$ cat src/rtl/led_matrix_ctrl.sv
// led_matrix_ctrl: UART byte-stream parser, frame store, brightness control and PWM row scan.
// Define DOUBLE_BUFFER_EN to load frames into a back buffer that swaps in at the end of a scan.
module led_matrix_ctrl #(
  parameter int ROWS        = 8,
  parameter int COLS        = 8,
  parameter int BRIGHT_W    = 8,
  parameter int BRIGHT_INIT = 128,
  parameter int STEP        = 16,
  parameter int TIMEOUT_CYC = 50000
) (
  input  logic                clk,
  input  logic                rst,
  input  logic [7:0]          in_data,
  input  logic                in_valid,
  input  logic                key_up,
  input  logic                key_down,
  output logic [ROWS-1:0]     row,
  output logic [COLS-1:0]     col,
  output logic [BRIGHT_W-1:0] brightness,
  output logic                frame_done,
  output logic                proto_err,
  output logic                busy
);
  localparam int LANES  = COLS / 8;
  localparam int NBYTES = ROWS * LANES;
  localparam int CNT_W  = (NBYTES > 1) ? $clog2(NBYTES) : 1;
  localparam int RIDX_W = (ROWS > 1) ? $clog2(ROWS) : 1;
  localparam int LANE_W = (LANES > 1) ? $clog2(LANES) : 1;
  localparam int TO_W   = $clog2(TIMEOUT_CYC + 1);
  localparam logic [BRIGHT_W-1:0] PWM_MAX = '1;
  localparam logic [BRIGHT_W:0]   STEP_X  = (BRIGHT_W + 1)'(STEP);

  typedef enum logic [1:0] {S_IDLE, S_FRAME, S_BRIGHT} state_t;

  state_t              state;
  logic [CNT_W-1:0]    byte_cnt;
  logic [TO_W-1:0]     idle_cnt;
  logic [BRIGHT_W-1:0] pwm_cnt;
  logic [BRIGHT_W-1:0] bright_l;
  logic [BRIGHT_W-1:0] bright_eff;
  logic [RIDX_W-1:0]   row_idx;
  logic [RIDX_W-1:0]   wr_row;
  logic [LANE_W-1:0]   wr_lane;
  logic [COLS-1:0]     row_data;
  logic [BRIGHT_W:0]   up_sum;
  logic                wr_en;
  logic                frame_last;
  logic                cmd_bright;

  assign wr_en      = (state == S_FRAME) && in_valid;
  assign frame_last = wr_en && (byte_cnt == CNT_W'(NBYTES - 1));
  assign cmd_bright = (state == S_BRIGHT) && in_valid;
  assign wr_row     = RIDX_W'(int'(byte_cnt) / LANES);
  assign wr_lane    = LANE_W'(int'(byte_cnt) % LANES);
  assign busy       = (state != S_IDLE);
  assign up_sum     = {1'b0, brightness} + STEP_X;
  // The first cycle of a slot already uses the value being latched for the rest of it.
  assign bright_eff = (pwm_cnt == '0) ? brightness : bright_l;

  always_ff @(posedge clk or posedge rst) begin
    if (rst) begin
      state      <= S_IDLE;
      byte_cnt   <= '0;
      idle_cnt   <= '0;
      frame_done <= 1'b0;
      proto_err  <= 1'b0;
    end else begin
      frame_done <= 1'b0;
      proto_err  <= 1'b0;
      if (in_valid || state == S_IDLE) idle_cnt <= '0;
      else                             idle_cnt <= idle_cnt + TO_W'(1);
      unique case (state)
        S_IDLE: begin
          if (in_valid && in_data == 8'hA5) begin
            state    <= S_FRAME;
            byte_cnt <= '0;
          end else if (in_valid && in_data == 8'hB1) begin
            state <= S_BRIGHT;
          end
        end
        S_FRAME: begin
          if (in_valid) byte_cnt <= byte_cnt + CNT_W'(1);
          if (frame_last) begin
            state      <= S_IDLE;
            frame_done <= 1'b1;
          end
        end
        S_BRIGHT: if (in_valid) state <= S_IDLE;
        default:  state <= S_IDLE;
      endcase
      if (state != S_IDLE && !in_valid && idle_cnt == TO_W'(TIMEOUT_CYC - 1)) begin
        state     <= S_IDLE;
        proto_err <= 1'b1;
      end
    end
  end

  always_ff @(posedge clk or posedge rst) begin
    if (rst) begin
      brightness <= BRIGHT_W'(BRIGHT_INIT);
    end else if (cmd_bright) begin
      brightness <= in_data[7 -: BRIGHT_W];
    end else if (key_up && !key_down) begin
      brightness <= up_sum[BRIGHT_W] ? PWM_MAX : up_sum[BRIGHT_W-1:0];
    end else if (key_down && !key_up) begin
      brightness <= ({1'b0, brightness} < STEP_X) ? '0 : brightness - STEP_X[BRIGHT_W-1:0];
    end
  end

`ifdef DOUBLE_BUFFER_EN
  logic [COLS-1:0] mem_a [ROWS];
  logic [COLS-1:0] mem_b [ROWS];
  logic            disp_sel;
  logic            swap_pend;
  logic            scan_wrap;

  assign scan_wrap = (pwm_cnt == PWM_MAX) && (row_idx == RIDX_W'(ROWS - 1));
  assign row_data  = disp_sel ? mem_b[row_idx] : mem_a[row_idx];

  // Frames land in whichever buffer is hidden; the swap waits for the scan to leave the last row.
  always_ff @(posedge clk or posedge rst) begin
    if (rst) begin
      for (int r = 0; r < ROWS; r++) begin
        mem_a[r] <= '0;
        mem_b[r] <= '0;
      end
      disp_sel  <= 1'b0;
      swap_pend <= 1'b0;
    end else begin
      if (wr_en && disp_sel)  mem_a[wr_row][8*int'(wr_lane) +: 8] <= in_data;
      if (wr_en && !disp_sel) mem_b[wr_row][8*int'(wr_lane) +: 8] <= in_data;
      if (scan_wrap && swap_pend) disp_sel <= ~disp_sel;
      if (frame_last)     swap_pend <= 1'b1;
      else if (scan_wrap) swap_pend <= 1'b0;
    end
  end
`else
  logic [COLS-1:0] mem [ROWS];

  assign row_data = mem[row_idx];

  always_ff @(posedge clk or posedge rst) begin
    if (rst) begin
      for (int r = 0; r < ROWS; r++) mem[r] <= '0;
    end else if (wr_en) begin
      mem[wr_row][8*int'(wr_lane) +: 8] <= in_data;
    end
  end
`endif

  // Last count of each slot is blanking so row changes never ghost into the next row.
  always_ff @(posedge clk or posedge rst) begin
    if (rst) begin
      pwm_cnt  <= '0;
      row_idx  <= '0;
      bright_l <= BRIGHT_W'(BRIGHT_INIT);
      row      <= '0;
      col      <= '0;
    end else begin
      pwm_cnt <= pwm_cnt + BRIGHT_W'(1);
      if (pwm_cnt == PWM_MAX)
        row_idx <= (row_idx == RIDX_W'(ROWS - 1)) ? '0 : row_idx + RIDX_W'(1);
      if (pwm_cnt == '0) bright_l <= brightness;
      if (pwm_cnt == PWM_MAX) begin
        row <= '0;
        col <= '0;
      end else begin
        row <= ROWS'(1) << row_idx;
        col <= (pwm_cnt < bright_eff) ? row_data : '0;
      end
    end
  end

endmodule

$ cat config.mk
export PLATFORM = sky130hd
export DESIGN_NAME = led_matrix_ctrl
export DESIGN_NICKNAME = d
export VERILOG_FILES = /design/src/rtl/led_matrix_ctrl.sv
export SDC_FILE = /design/constraint.sdc
export NUM_CORES = 1
export LEC_CHECK = 0
export ABC_AREA = 0
export CAP_MARGIN = 5
export CORE_ASPECT_RATIO = 0.7
export CORE_MARGIN = 2
export CORE_UTILIZATION = 54
export DETAILED_ROUTE_END_ITERATION = 7
export GPL_TIMING_DRIVEN = 0
export HOLD_SLACK_MARGIN = 0.08
export PLACE_DENSITY = 0.77
export RECOVER_POWER = 50
export SLEW_MARGIN = 30
export SYNTH_ARGS = -nofsm -noshare
export SYNTH_HDL_FRONTEND = slang
export SYNTH_SLANG_ARGS = --single-unit
$ cat constraint.sdc
create_clock -name clk -period 4.3 [get_ports clk]
set_clock_uncertainty 0.1 [all_clocks]
set_input_delay 0.645 -clock clk [delete_from_list [all_inputs] [get_ports clk]]
set_output_delay 0.645 -clock clk [all_outputs]
set_load 0.03 [all_outputs]
After elaboration in Yosys (flattened, before gate mapping):

Index checks and enable logic that the tools add are counted.

* register bits: 130
* input bits: 13
* output and inout bits: 27
* word-level logic and storage cells: 96

* add/sub/neg operators: 6
* magnitude comparators: 5
* equal/unequal tests: 13
* shift-type cells: 1
* muxes and demuxes: 29
* bitwise gates (word level): 2
* reduce and logical (&&, ||, !) cells: 21

Operators by type and width (number)
* 2-to-1 mux 8 bit: 12
* bitwise mux 64 bit: 1
* binary-select mux 8 bit (select 3 bit): 1
* demux 8 bit (select 3 bit): 1
* equality test 8 bit (second input constant): 3
* adder 16 x 1 -> 16 bit (second input constant): 1
* equality test 16 bit (second input constant): 1
* 2-to-1 mux 16 bit: 1
* logical AND 1 bit: 10
* 2-to-1 mux 2 bit: 5
* adder 8 x 5 -> 9 bit (second input constant): 1
* 2-to-1 mux 3 bit: 3
* adder 8 x 1 -> 8 bit (second input constant): 1
* greater-or-equal comparator 4 bit (second input constant): 2
* zero test 8 bit: 1
* < comparator 8 x 5 -> 1 bit (second input constant): 1
* < comparator 8 bit: 1
* inverter 3 -> 4 bit: 2
* << shifter 1 x 3 -> 8 bit (first input constant): 1
* subtractor 8 x 5 -> 8 bit (second input constant): 1
* adder 3 x 1 -> 3 bit (second input constant): 2
* equality test 3 bit (second input constant): 2
* inequality test 3 x 2 -> 1 bit (second input constant): 2
* one-hot mux 2 bit (3 select lines): 1
* other kinds (14): 20

Depth between registers and ports, before layout:

Gate-level depths: netlist of the first run.

* word-level depth: 6
* depth in mapped cells: 11
* gate-level depth less buffers: 10

Worst setup path before layout of the first run:

OpenSTA, ideal clock, no wires.

* path kind: reg-to-reg
* start: reg pwm_cnt[5]
* end: reg col[0]
* setup time: 88 ps
* arrival: 2561 ps
* required time: 4112 ps
* setup slack: 1552 ps
* stages on the path, launching flop included: 11
* path buffers: 1
* period minus slack after synthesis: 2748 ps
* cells stage by stage: dfrtp_1 > nor4_2 > nand3_2 > clkbuf_1 > nor2_1 > a21oi_1 > ha_1 > and4_1 > a221oi_1 > nand4_1 > nor3_1

* word-level cells in the longest chain between the ends: 5
* elaborated cells between the ends (all ways): 6
* those cells by class: order compare: 1; eq/ne: 1; mux: 3; reduce/logical: 1

RTL lines
* from (decl): line 38 `logic [BRIGHT_W-1:0] pwm_cnt;`
* from (signal assigned): line 160 `pwm_cnt <= pwm_cnt + BRIGHT_W'(1);`
* zero test 8 bit: line 58 `assign bright_eff = (pwm_cnt == '0) ? brightness : bright_l;`
* 2-to-1 mux 8 bit
* < comparator 8 bit: line 169 `col <= (pwm_cnt < bright_eff) ? row_data : '0;`
* 2-to-1 mux 8 bit: line 169
* 2-to-1 mux 8 bit *: line 164 `if (pwm_cnt == PWM_MAX) begin`
* to (signal assigned): line 169
* to (decl): line 18 `output logic [COLS-1:0] col,`

Every way passes the cells marked *; elsewhere a longest branch is shown, timed or not.
A chain may end at the register's enable or synchronous reset.

Worst setup path in the final report of the first run:

* start: reg pwm_cnt[5]
* end: reg col[5]

The elaborated chain is that of the path after synthesis.

==> summary.md, run 1 <==
| Metric | Value |
|---|---|
| Setup slack at placement | `0.950 ns` |
| Max IR drop VDD | `330 uV` |
| Crit end category | `flop` |
| Core Box Area | `0.0112 mm^2` |
| CTS root buffer | `clkbuf_16` |
| Commonest non-fill, non-tap cell in the layout | `dfrtp_1` |
| Cts hold-fix bufs | `0` |
| H-tree levels | `4` |
| Number of synthesized register bits | `130` |
| Die area | `0.0125 mm^2` |
| Layout cells sized above 1 | `17.9%` |
| Final Max Slew Viols | `38` |
| Clk_lat worst skew | `0.41 ns` |
| GPL Wtd Cong | `0.877` |
| CP Class | `reg2reg` |
| Die Y | `94.1 um` |
| Worst reg2reg startpoint | `pwm_cnt[5]` |
| Worst path buffer plus inverter count | `1` |
| DRC viols | `0` |
| Setup crit start | `pwm_cnt[5]` |
| Die X | `133 um` |
| Detailed Route Iter0 Violations | `205` |
| Worst R2R Path Depth | `10` |
| # resized after CTS | `0` |
| Mapped Cells | `484` |
| Final setup TNS | `0 ns` |
| Clk sinks | `130` |
| Antenna Nets Post-Route | `0` |
| Critical path cell sequence | `nor4_2 > nand3_2 > clkbuf_1 > nor2_1 > a21oi_1 > ha_1 > and4_1 > a221oi_1 > nand4_1 > nor3_1` |
| Ys async rst share | `100%` |
| Number of global-route vias before repair | `4143` |
| Clk buf depth | `2` |
| Critical path peak fanout | `10` |
| ANT cells | `0` |
| Register-to-register setup slack | `0.93 ns` |
| RR Endpoint | `col[5]` |
| Port Buffers | `32` |
| EDFF count, synth | `0` |
| Vias per Instance | `5.73` |
| Levels on crit path | `10` |
| Leading register cell type out of synthesis | `dfrtp_1` |
| Hold Path Depth | `1` |
| Min Tclk post-route | `3.37 ns` |
| Max Freq | `297 MHz` |
| CP required | `4.51 ns` |
| CTS tree | `done` |
| Routed WL | `13.0 mm` |
| Critical path's slowest cell | `dfrtp_1` |
| Final period util | `78.4%` |
| Largest net degree at the start of global routing | `95` |
| Relative slew slack | `-8.29%` |
| DR WL/cell | `18.5 um` |
| Top delay family on crit path | `simple AND/OR/NAND/NOR gates` |
| CP endpoint | `col[5]` |
| Total via count in the routed design | `4020` |
| Mapped cell area | `0.00626 mm^2` |
| Nets | `569` |
| Max stage delay on crit path | `0.45 ns` |
| Starting Density | `56.0%` |
| Type of the most critical hold path | `reg2reg` |
| # rows | `32` |
| Setup Buffers After CTS | `0` |
| Pwr Density | `495 mW/mm^2` |
| DP HPWL | `8.87 mm` |
| Max Cap Violations | `1` |
| Finish-stage setup viols | `0` |
| Unique masters post-synth | `57` |
| Ys Warns | `0` |
| Post-Place Cell Area | `0.00681 mm^2` |
| Failing checks | `capacitance limit, slew limit` |
| Fill count | `798` |
| Syn Nets | `517` |
| Total power | `3670 uW` |
| RSZ-0062 raised after global routing | `no` |
| Final Hold Fails | `0` |
| Grt ovf | `0` |
| WHS | `0.381 ns` |
| Drt first pass iters | `4` |
| Final instance area | `0.00741 mm^2` |
| Worst-path clk slew | `0.06 ns` |
| TritonCTS Buffers | `17` |
| Mapped Avg Cell Area | `12.9 um^2` |
| Area Growth Syn to Fin | `18.4%` |
| WP data arrival | `3.58 ns` |
| Most frequent cells in the layout | `dfrtp_1, mux2_1, clkdlybuf4s50_1` |
| Smallest setup slack after layout | `0.930 ns` |
| Global-route usage over all layers | `23.1%` |
| Measured slew at the worst slew-check pin | `1.62 ns` |
| I/O Pins | `40` |
| Sequential share of the synthesized area | `52.0%` |
| Initial antenna violation count | `0` |
| LEAKAGE | `0.00355 uW` |
| Setup crit start kind | `flop` |
| Status | `complete, but fails checks` |
| First-pass GRT wire length | `21.8 mm` |
[stage by stage]
stage	util (%)	instances
floorplan	-	484
global placement	60.6	669
detailed placement	60.9	670
CTS	66.6	702
global route	66.4	702
finish	66.4	702
[registers in the layout (all words and copies together) (netlist names)]
register,count
col,8
proto_err,1
byte_cnt,3
mem,64
idle_cnt,16
bright_l,8
row_idx,3
row,8
frame_done,1
brightness,8
pwm_cnt,8
state,2
[kinds of logic (layout without fill, tap and decap cells)]
kind of cell,Yosys count,after routing,share of synthesized area [%]
buffers and inverters,46,111,3.42
AOI/OAI and AO/OA,47,47,4.86
adders and majority gates,20,20,4.00
muxes,94,94,20.5
and+or+nand+nor,129,129,12.7
DFF,130,130,52.0
xor gates and xnor gates,18,18,2.52
[worst min-delay path by stage]
stage | startpoint | to
2_1_floorplan | idle_cnt[0] | idle_cnt[0]
4_1_cts | mem[0] | mem[0]
3_3_place_gp | bright_l[4] | bright_l[4]
6_report | mem[19] | mem[19]
3_5_place_dp | mem[32] | mem[32]
5_1_grt | mem[21] | mem[21]
[routing by layer]
metal / up-vias / track usage (%) / part of all wire, %
met3: 20 / 5.29 / 4.0
met4: 0 / 7.97 / 1.7
met2: 84 / 36.0 / 46
met5: - / 0 / 0
met1: 2055 / 32.3 / 49
li1: 1861 / - / -
[Yosys cell counts, types with 2 or more instances]
master	instances	share of area [%]
nor2_1	26	1.6
o21bai_1	2	0.24
o21ai_0	6	0.48
nor3_1	15	1.2
nand4_1	9	0.90
and3_1	16	1.6
xor2_1	12	1.7
nand2_1	10	0.60
nor3_4	3	0.78
or3_1	4	0.40
ha_1	20	4.0
a21oi_1	18	1.4
mux2i_1	11	1.8
dfstp_2	2	0.84
xnor2_1	6	0.84
clkbuf_1	11	0.66
inv_1	18	1.1
mux4_2	16	5.8
nand3_2	4	0.64
mux2_4	16	3.8
buf_6	3	0.54
buf_2	6	0.48
mux2_1	48	8.6
o31ai_1	2	0.24
dfrtp_1	128	51
inv_2	2	0.12
mux2_2	3	0.54
nand3_1	12	0.96
nand4b_1	2	0.28
buf_4	3	0.36
nand2b_1	5	0.50
nor2b_1	3	0.30
a21o_1	6	0.72
or4b_1	2	0.32
and4_1	5	0.70
and2_1	3	0.30
nor4b_1	2	0.28
buf_1	3	0.18
o22ai_1	2	0.20
o21ai_1	2	0.16
[where the power goes]
group	switching [uW]	total (uW)	internal, uW
clock network	519	1520	999
logic	318	602	284
registers	150	1550	1400
total	988	3670	2680
[final cells by class]
type	instances	area, um^2	share of cell area [%]
multi-input combinational	308	2790	37.6
buffer	26	135	1.82
clock inverter	13	184	2.48
tap	153	191	2.58
inverter	20	76.3	1.03
timing repair buffer	33	328	4.42
clock buffer	19	453	6.11
sequential	130	3260	43.9
[worst register-to-register path, stage by stage, from the launching register on]
cell and delay (ns):
dfrtp_1 0.45, nor4_2 0.36, nand3_2 0.23, clkbuf_1 0.27, nor2_1 0.20, a21oi_1 0.07
ha_1 0.32, and4_1 0.25, a221oi_1 0.28, nand4_1 0.42, nor3_1 0.33
(Power assumes the default switching activity.)
==> inputs of run 2 (changes only) <==
- CORE_UTILIZATION: 54 -> 55
- PLACE_DENSITY: 0.77 -> 0.75
- clock period: 4.3 -> 3.2 ns (I/O delays scaled with it)
==> summary.md, run 2 (synthesis results as in run 1) <==
| Metric | Value |
|---|---|
| Status | `complete, but fails checks (unchanged)` |
| Failing checks | `capacitance limit, slew limit (unchanged)` |
| Final Hold Fails | `0 (unchanged)` |
| Die area | `0.0123 mm^2 (was 0.0125 mm^2)` |
| Critical path's slowest cell | `dfrtp_1 (unchanged)` |
| Largest regs | `mem: 64 flops, idle_cnt: 16 flops (unchanged)` |
| FF+latch area | `0.00326 mm^2 (unchanged)` |
| Grt ovf | `0 (unchanged)` |
| Commonest non-fill, non-tap cell in the layout | `dfrtp_1 (unchanged)` |
| Number of global-route vias before repair | `4159 (was 4143)` |
| H-tree levels | `4 (unchanged)` |
| Worst reg2reg startpoint | `pwm_cnt[5] (unchanged)` |
| LEAKAGE | `0.00356 uW (was 0.00355 uW)` |
| Crit end category | `flop (unchanged)` |
| Routed WL | `13.4 mm (was 13.0 mm)` |
| Final Max Slew Viols | `60 (was 38)` |
| Drt first pass iters | `4 (unchanged)` |
| Global-route usage over all layers | `23.7% (was 23.1%)` |
| Fill count | `827 (was 798)` |
| Setup crit start kind | `flop (unchanged)` |
| Register-to-register setup slack | `0.23 ns (was 0.93 ns)` |
| Starting Density | `56.6% (was 56.0%)` |
| Finish-stage setup viols | `0 (unchanged)` |
| Worst-path clk slew | `0.06 ns (about the same)` |
| Core Box Area | `0.0111 mm^2 (was 0.0112 mm^2)` |
| Nets | `576 (was 569)` |
| Vias per Instance | `5.73 (about the same)` |
| Worst R2R Path Depth | `11 (was 10)` |
| Max reg flops | `64 (unchanged)` |
| First-pass GRT wire length | `22.1 mm (was 21.8 mm)` |
| Port Buffers | `32 (unchanged)` |
| Final instance area | `0.00747 mm^2 (was 0.00741 mm^2)` |
| Largest net degree at the start of global routing | `33 (was 95)` |
| Die Y | `93.3 um (was 94.1 um)` |
| Final period util | `92.9% (was 78.4%)` |
| Clk buf depth | `2 (unchanged)` |
| Largest Register | `mem (unchanged)` |
| WP data arrival | `3.19 ns (was 3.58 ns)` |
| RR Endpoint | `col[1] (was col[5])` |
| Max stage delay on crit path | `0.45 ns (about the same)` |
| Total power | `4870 uW (was 3670 uW)` |
| Final setup TNS | `0 ns (unchanged)` |
| Min Tclk post-route | `2.97 ns (was 3.37 ns)` |
| Most frequent cells in the layout | `dfrtp_1, mux2_1, clkdlybuf4s50_1 (unchanged)` |
| Critical path peak fanout | `10 (unchanged)` |
| # rows | `32 (unchanged)` |
| DR WL/cell | `18.8 um (was 18.5 um)` |
| I/O Pins | `40 (unchanged)` |
| TritonCTS Buffers | `17 (unchanged)` |
| CP required | `3.42 ns (was 4.51 ns)` |
| Setup slack at placement | `0.0377 ns (was 0.950 ns)` |
| ANT cells | `0 (unchanged)` |
| Smallest setup slack after layout | `0.226 ns (was 0.930 ns)` |
| Clk_lat worst skew | `0.42 ns (was 0.41 ns)` |
| DP HPWL | `9.09 mm (was 8.87 mm)` |
| WHS | `0.241 ns (was 0.381 ns)` |
| Antenna Nets Post-Route | `0 (unchanged)` |
| Area of the multi-input gates | `0.00281 mm^2 (was 0.00279 mm^2)` |
| Min-delay src | `in_data[3] (was mem[19])` |
| Critical path cell sequence | `nor4_2 > nand3_2 > clkbuf_2 > nor2_1 > a21oi_1 > ha_1 > and4_1 > a221oi_1 > nand4_1 > buf_4 > nor3_1 (was nor4_2 > nand3_2 > clkbuf_1 > nor2_1 > a21oi_1 > ha_1 > and4_1 > a221oi_1 > nand4_1 > nor3_1)` |
| RSZ-0062 raised after global routing | `no (unchanged)` |
| Total via count in the routed design | `4066 (was 4020)` |
| CP Class | `reg2reg (unchanged)` |
| Layout cells sized above 1 | `18.7% (was 17.9%)` |
| Pwr Density | `652 mW/mm^2 (was 495 mW/mm^2)` |
| CTS root buffer | `clkbuf_16 (unchanged)` |
| CTS tree | `done (unchanged)` |
| Detailed Route Iter0 Violations | `191 (was 205)` |
| WHS Endpoint | `mem[59] (was mem[19])` |
| Measured slew at the worst slew-check pin | `1.63 ns (was 1.62 ns)` |
| Post-Place Cell Area | `0.00686 mm^2 (was 0.00681 mm^2)` |
| GPL Wtd Cong | `0.841 (was 0.877)` |
| Worst path buffer plus inverter count | `2 (was 1)` |
| Area Growth Syn to Fin | `19.3% (was 18.4%)` |
| Die X | `132 um (was 133 um)` |
| Type of the most critical hold path | `in2reg (was reg2reg)` |
| Relative slew slack | `-8.52% (was -8.29%)` |
| Hold Path Depth | `2 (was 1)` |
| Max Cap Violations | `2 (was 1)` |
| Clk sinks | `130 (unchanged)` |
| Max IR drop VDD | `460 uV (was 330 uV)` |
| Max Freq | `336 MHz (was 297 MHz)` |
| Initial antenna violation count | `0 (unchanged)` |
| DRC viols | `0 (unchanged)` |
| Top delay family on crit path | `simple AND/OR/NAND/NOR gates (unchanged)` |
[run 2: cell count changes in the layout (fill, tap and decap cells not counted), sizes merged]
cell	previous run	this run
buf	14	20
bufinv	4	3
clkinvlp	4	5
clkbuf	32	33
[run 2: report_power, final]
| group | leakage [uW] | switching, uW | total, uW | internal [uW] |
|---|---|---|---|---|
| clock network | 0.000285 | 730 | 1970 | 1240 |
| logic | 0.00153 | 425 | 812 | 387 |
| registers | 0.00174 | 204 | 2080 | 1880 |
| total | 0.00356 | 1360 | 4870 | 3510 |
[run 2: repair_timing]
action,in CTS,in global routing
pin swaps,1,2
setup buffers,1,3
setup endpoints to repair,3,8
hold buffers,0,0
resized for setup,0,4
[run 2: worst register-to-register path: cells and delay by family, from the launching register on]
kind / cells / cell delay, ns
flip-flops: 1 / 0.45
buffers and inverters: 2 / 0.42
adder cells (fa/ha/maj): 1 / 0.31
AND/OR/NAND/NOR: 6 / 1.29
AO/OA/AOI/OAI: 2 / 0.31
[run 2: how the worst max path moves through the flow]
stage	start	endpoint	cells after the start
after floorplan	pwm_cnt[5]	col[0]	10
after global placement	rst	col[7]	2
after detailed placement	pwm_cnt[5]	col[7]	9
after CTS	pwm_cnt[5]	col[2]	10
after global routing	pwm_cnt[5]	col[2]	11
final	pwm_cnt[5]	col[1]	11
[run 2: final cells by class]
class / instances / area share, %
flip-flops and latches: 130 / 43.6
inverters: 20 / 1.02
well taps: 153 / 2.56
multi-input cells: 308 / 37.6
clock inverters: 13 / 2.16
repair buffers: 40 / 5.33
plain buffers: 26 / 1.83
clock buffers: 19 / 5.93
[run 2: metrics by stage]
step	std cells	utilization [%]
after floorplan	484	-
after global placement	669	61.3
after detailed placement	673	62.0
after CTS	706	67.6
after global routing	709	67.6
final	709	67.6
[run 2: layer usage]
metal	GRT usage (%)	wire, um	up-vias	share of wire, %
met1	33.5	6480	2086	49
met2	37.7	6200	89	46
met5	0	0	-	0
met3	3.96	488	20	3.7
li1	-	-	1871	-
met4	8.42	185	0	1.4
==> inputs of run 3 (changes only) <==
- ABC_AREA: 0 -> 1
- SETUP_SLACK_MARGIN: unset -> 0.2
==> summary.md, run 3 <==
| Metric | Value |
|---|---|
| Final period util | `85.5% (was 92.9%)` |
| Vias per Instance | `5.48 (was 5.73)` |
| Port Buffers | `39 (was 32)` |
| Setup crit start kind | `flop (unchanged)` |
| Largest net degree at the start of global routing | `32 (was 33)` |
| Type of the most critical hold path | `reg2reg (was in2reg)` |
| DR WL/cell | `16.4 um (was 18.8 um)` |
| Final Max Slew Viols | `0 (was 60)` |
| Most frequent CP cell | `nand2_1` |
| H-tree levels | `4 (unchanged)` |
| Max stage delay on crit path | `0.38 ns (was 0.45 ns)` |
| Status | `complete, no violations (was complete, but fails checks)` |
| CTS root buffer | `clkbuf_16 (unchanged)` |
| DP HPWL | `11.4 mm (was 9.09 mm)` |
| Min Tclk post-route | `2.74 ns (was 2.97 ns)` |
| Total via count in the routed design | `5251 (was 4066)` |
| Antenna Nets Post-Route | `0 (unchanged)` |
| Main combinational cell family by area after synthesis | `simple AND/OR/NAND/NOR gates (was multiplexers)` |
| Area Growth Syn to Fin | `19.4% (was 19.3%)` |
| Leading register cell type out of synthesis | `dfrtp_1 (unchanged)` |
| Worst-path clk slew | `0.06 ns (about the same)` |
| Critical path peak fanout | `10 (unchanged)` |
| Relative slew slack | `17.8% (was -8.52%)` |
| Clk_lat worst skew | `0.41 ns (was 0.42 ns)` |
| Worst path buffer plus inverter count | `2 (unchanged)` |
| Post-Synth Adder-Cell Area | `4.01% (was 4.00%)` |
| CP Class | `reg2reg (unchanged)` |
| Crit end category | `flop (unchanged)` |
| Max reg flops | `64 (unchanged)` |
| Ys async rst share | `100% (unchanged)` |
| Final Util | `67.4% (was 67.6%)` |
| Top delay family on crit path | `simple AND/OR/NAND/NOR gates (unchanged)` |
| Final Hold Fails | `0 (unchanged)` |
| Commonest non-fill, non-tap cell in the layout | `dfrtp_1 (unchanged)` |
| Core Box Area | `0.0111 mm^2 (unchanged)` |
| Most area-hungry cell type in the Yosys netlist | `dfrtp_1 (unchanged)` |
| I/O Pins | `40 (unchanged)` |
| WP data arrival | `2.96 ns (was 3.19 ns)` |
| Number of synthesized register bits | `130 (unchanged)` |
| Pwr Density | `617 mW/mm^2 (was 652 mW/mm^2)` |
| Sequential share of the synthesized area | `52.2% (was 52.0%)` |
| Setup Buffers After CTS | `0 (was 1)` |
| XOR/XNOR share of the synthesized area | `1.54% (was 2.52%)` |
| Post-route insts no fill | `959 (was 709)` |
| # resized after CTS | `0 (unchanged)` |
| RSZ-0062 raised after global routing | `no (unchanged)` |
| Clk buf depth | `2 (unchanged)` |
| Share of the synthesized area in the top cell type | `51.3% (was 51.2%)` |
| Synth Area in Compound Gates | `14.9% (was 4.86%)` |
| Syn Nets | `765 (was 517)` |
| Mapped cell area | `0.00624 mm^2 (was 0.00626 mm^2)` |
| Critical path's slowest cell | `dfrtp_1 (unchanged)` |
| DRC viols | `0 (unchanged)` |
| TritonCTS Buffers | `17 (unchanged)` |
| Post-Place Cell Area | `0.00691 mm^2 (was 0.00686 mm^2)` |
| Grt ovf | `0 (unchanged)` |
| Layout cells sized above 1 | `8.68% (was 18.7%)` |
| Largest Register | `mem (unchanged)` |
| DP Cell Count | `928 (was 673)` |
| Die area | `0.0122 mm^2 (was 0.0123 mm^2)` |
| Cts hold-fix bufs | `0 (unchanged)` |
| First-pass GRT wire length | `26.2 mm (was 22.1 mm)` |
| Mapped Avg Cell Area | `8.53 um^2 (was 12.9 um^2)` |
| # rows | `32 (unchanged)` |
| Number of global-route vias before repair | `5264 (was 4159)` |
| EDFF count, synth | `0 (unchanged)` |
| Final setup TNS | `0 ns (unchanged)` |
| Starting Density | `56.5% (was 56.6%)` |
| Unique masters post-synth | `41 (was 57)` |
| Most frequent cells in the layout | `dfrtp_1, nand2_1, inv_1 (was dfrtp_1, mux2_1, clkdlybuf4s50_1)` |
| Clk sinks | `130 (unchanged)` |
| Top-count cell post-synth | `dfrtp_1 (unchanged)` |
| Initial antenna violation count | `0 (unchanged)` |
| Critical path cell sequence | `inv_1 > ha_1 > nand2_1 > nor2_2 > nand2_1 > clkbuf_2 > o21ai_0 > ha_1 > nand2_1 > nor2_1 > a211oi_1 > nand2_2 > nor2_1 (was nor4_2 > nand3_2 > clkbuf_2 > nor2_1 > a21oi_1 > ha_1 > and4_1 > a221oi_1 > nand4_1 > buf_4 > nor3_1)` |
| Measured slew at the worst slew-check pin | `1.23 ns (was 1.63 ns)` |
| Max Freq | `365 MHz (was 336 MHz)` |
| Mapped Cells | `732 (was 484)` |
| Finish-stage setup viols | `0 (unchanged)` |
| ANT cells | `0 (unchanged)` |
| Detailed Route Iter0 Violations | `484 (was 191)` |
| Max IR drop VDD | `395 uV (was 460 uV)` |
| Total power | `4590 uW (was 4870 uW)` |
| Final instance area | `0.00745 mm^2 (was 0.00747 mm^2)` |
| Largest regs | `mem: 64 flops, idle_cnt: 16 flops (unchanged)` |
| CTS tree | `done (unchanged)` |
| LEAKAGE | `0.00359 uW (was 0.00356 uW)` |
| GPL Wtd Cong | `0.914 (was 0.841)` |
| Multiplexer share of the synthesized area | `0% (was 20.5%)` |
| Max Cap Violations | `0 (was 2)` |
| Commonest cells post-synth | `dfrtp_1, nand2_1, inv_1 (was dfrtp_1, mux2_1, nor2_1)` |
| Synth top area cells | `dfrtp_1, nand2_1, o21ai_0 (was dfrtp_1, mux2_1, mux4_2)` |
| Die X | `131 um (was 132 um)` |
| Ys Warns | `0 (unchanged)` |
| Global-route usage over all layers | `27.7% (was 23.7%)` |
| Nets | `827 (was 576)` |
| Routed WL | `15.8 mm (was 13.4 mm)` |
| Drt first pass iters | `5 (was 4)` |
| Die Y | `93.1 um (was 93.3 um)` |
| Simple-Gate Fraction of Synth Area | `19.7% (was 12.7%)` |
| CP required | `3.43 ns (was 3.42 ns)` |
run 3: kinds of logic after synthesis:
| kind of cell | count (synthesis) |
|---|---|
| AOI/OAI and AO/OA | 180 |
| buffers and inverters | 118 |
| xor gates and xnor gates | 11 |
| DFF | 130 |
| adders and majority gates | 20 |
| and+or+nand+nor | 273 |
run 3: layout make-up:
| class | count | area [um^2] |
|---|---|---|
| plain buffers | 20 | 105 |
| clock buffers | 26 | 499 |
| clock inverters | 5 | 75.1 |
| fillers | 901 | 3600 |
| inverters | 98 | 370 |
| multi-input cells | 484 | 2490 |
| flip-flops and latches | 130 | 3260 |
| well taps | 153 | 191 |
| repair buffers | 43 | 463 |
run 3: worst paths after layout:
path,start,end,slack [ns],cells after the start
setup / recovery,pwm_cnt[0],col[3],0.46,13
hold / removal,pwm_cnt[0],pwm_cnt[0],0.38,1
setup reg to reg,pwm_cnt[0],col[3],0.46,13
hold reg to reg,pwm_cnt[0],pwm_cnt[0],0.38,1
max in group asynchronous,rst,mem[25],0.53,4
min in group asynchronous,rst,bright_l[1],0.68,2
run 3: layer usage:
| layer | wire [um] | GRT usage (%) | part of all wire, % | vias up |
|---|---|---|---|---|
| li1 | - | - | - | 2483 |
| met5 | 0 | 0 | 0 | - |
| met4 | 257 | 10.3 | 1.6 | 0 |
| met1 | 7090 | 37.9 | 45 | 2551 |
| met2 | 7210 | 44.0 | 46 | 189 |
| met3 | 1200 | 6.18 | 7.6 | 28 |
run 3: stage by stage:
step	worst slack [ns]	hold slack, ns
after floorplan	0.937	0.342
after global placement	-0.123	0.365
after detailed placement	0.454	0.375
after CTS	0.434	0.382
after global routing	0.118	0.398
final	0.463	0.382
run 3: report_power, final:
part / switching, uW / leakage (uW) / internal (uW)
Combinational: 524 / 0.00168 / 286
Sequential: 125 / 0.00163 / 1770
Clock: 665 / 0.000284 / 1220
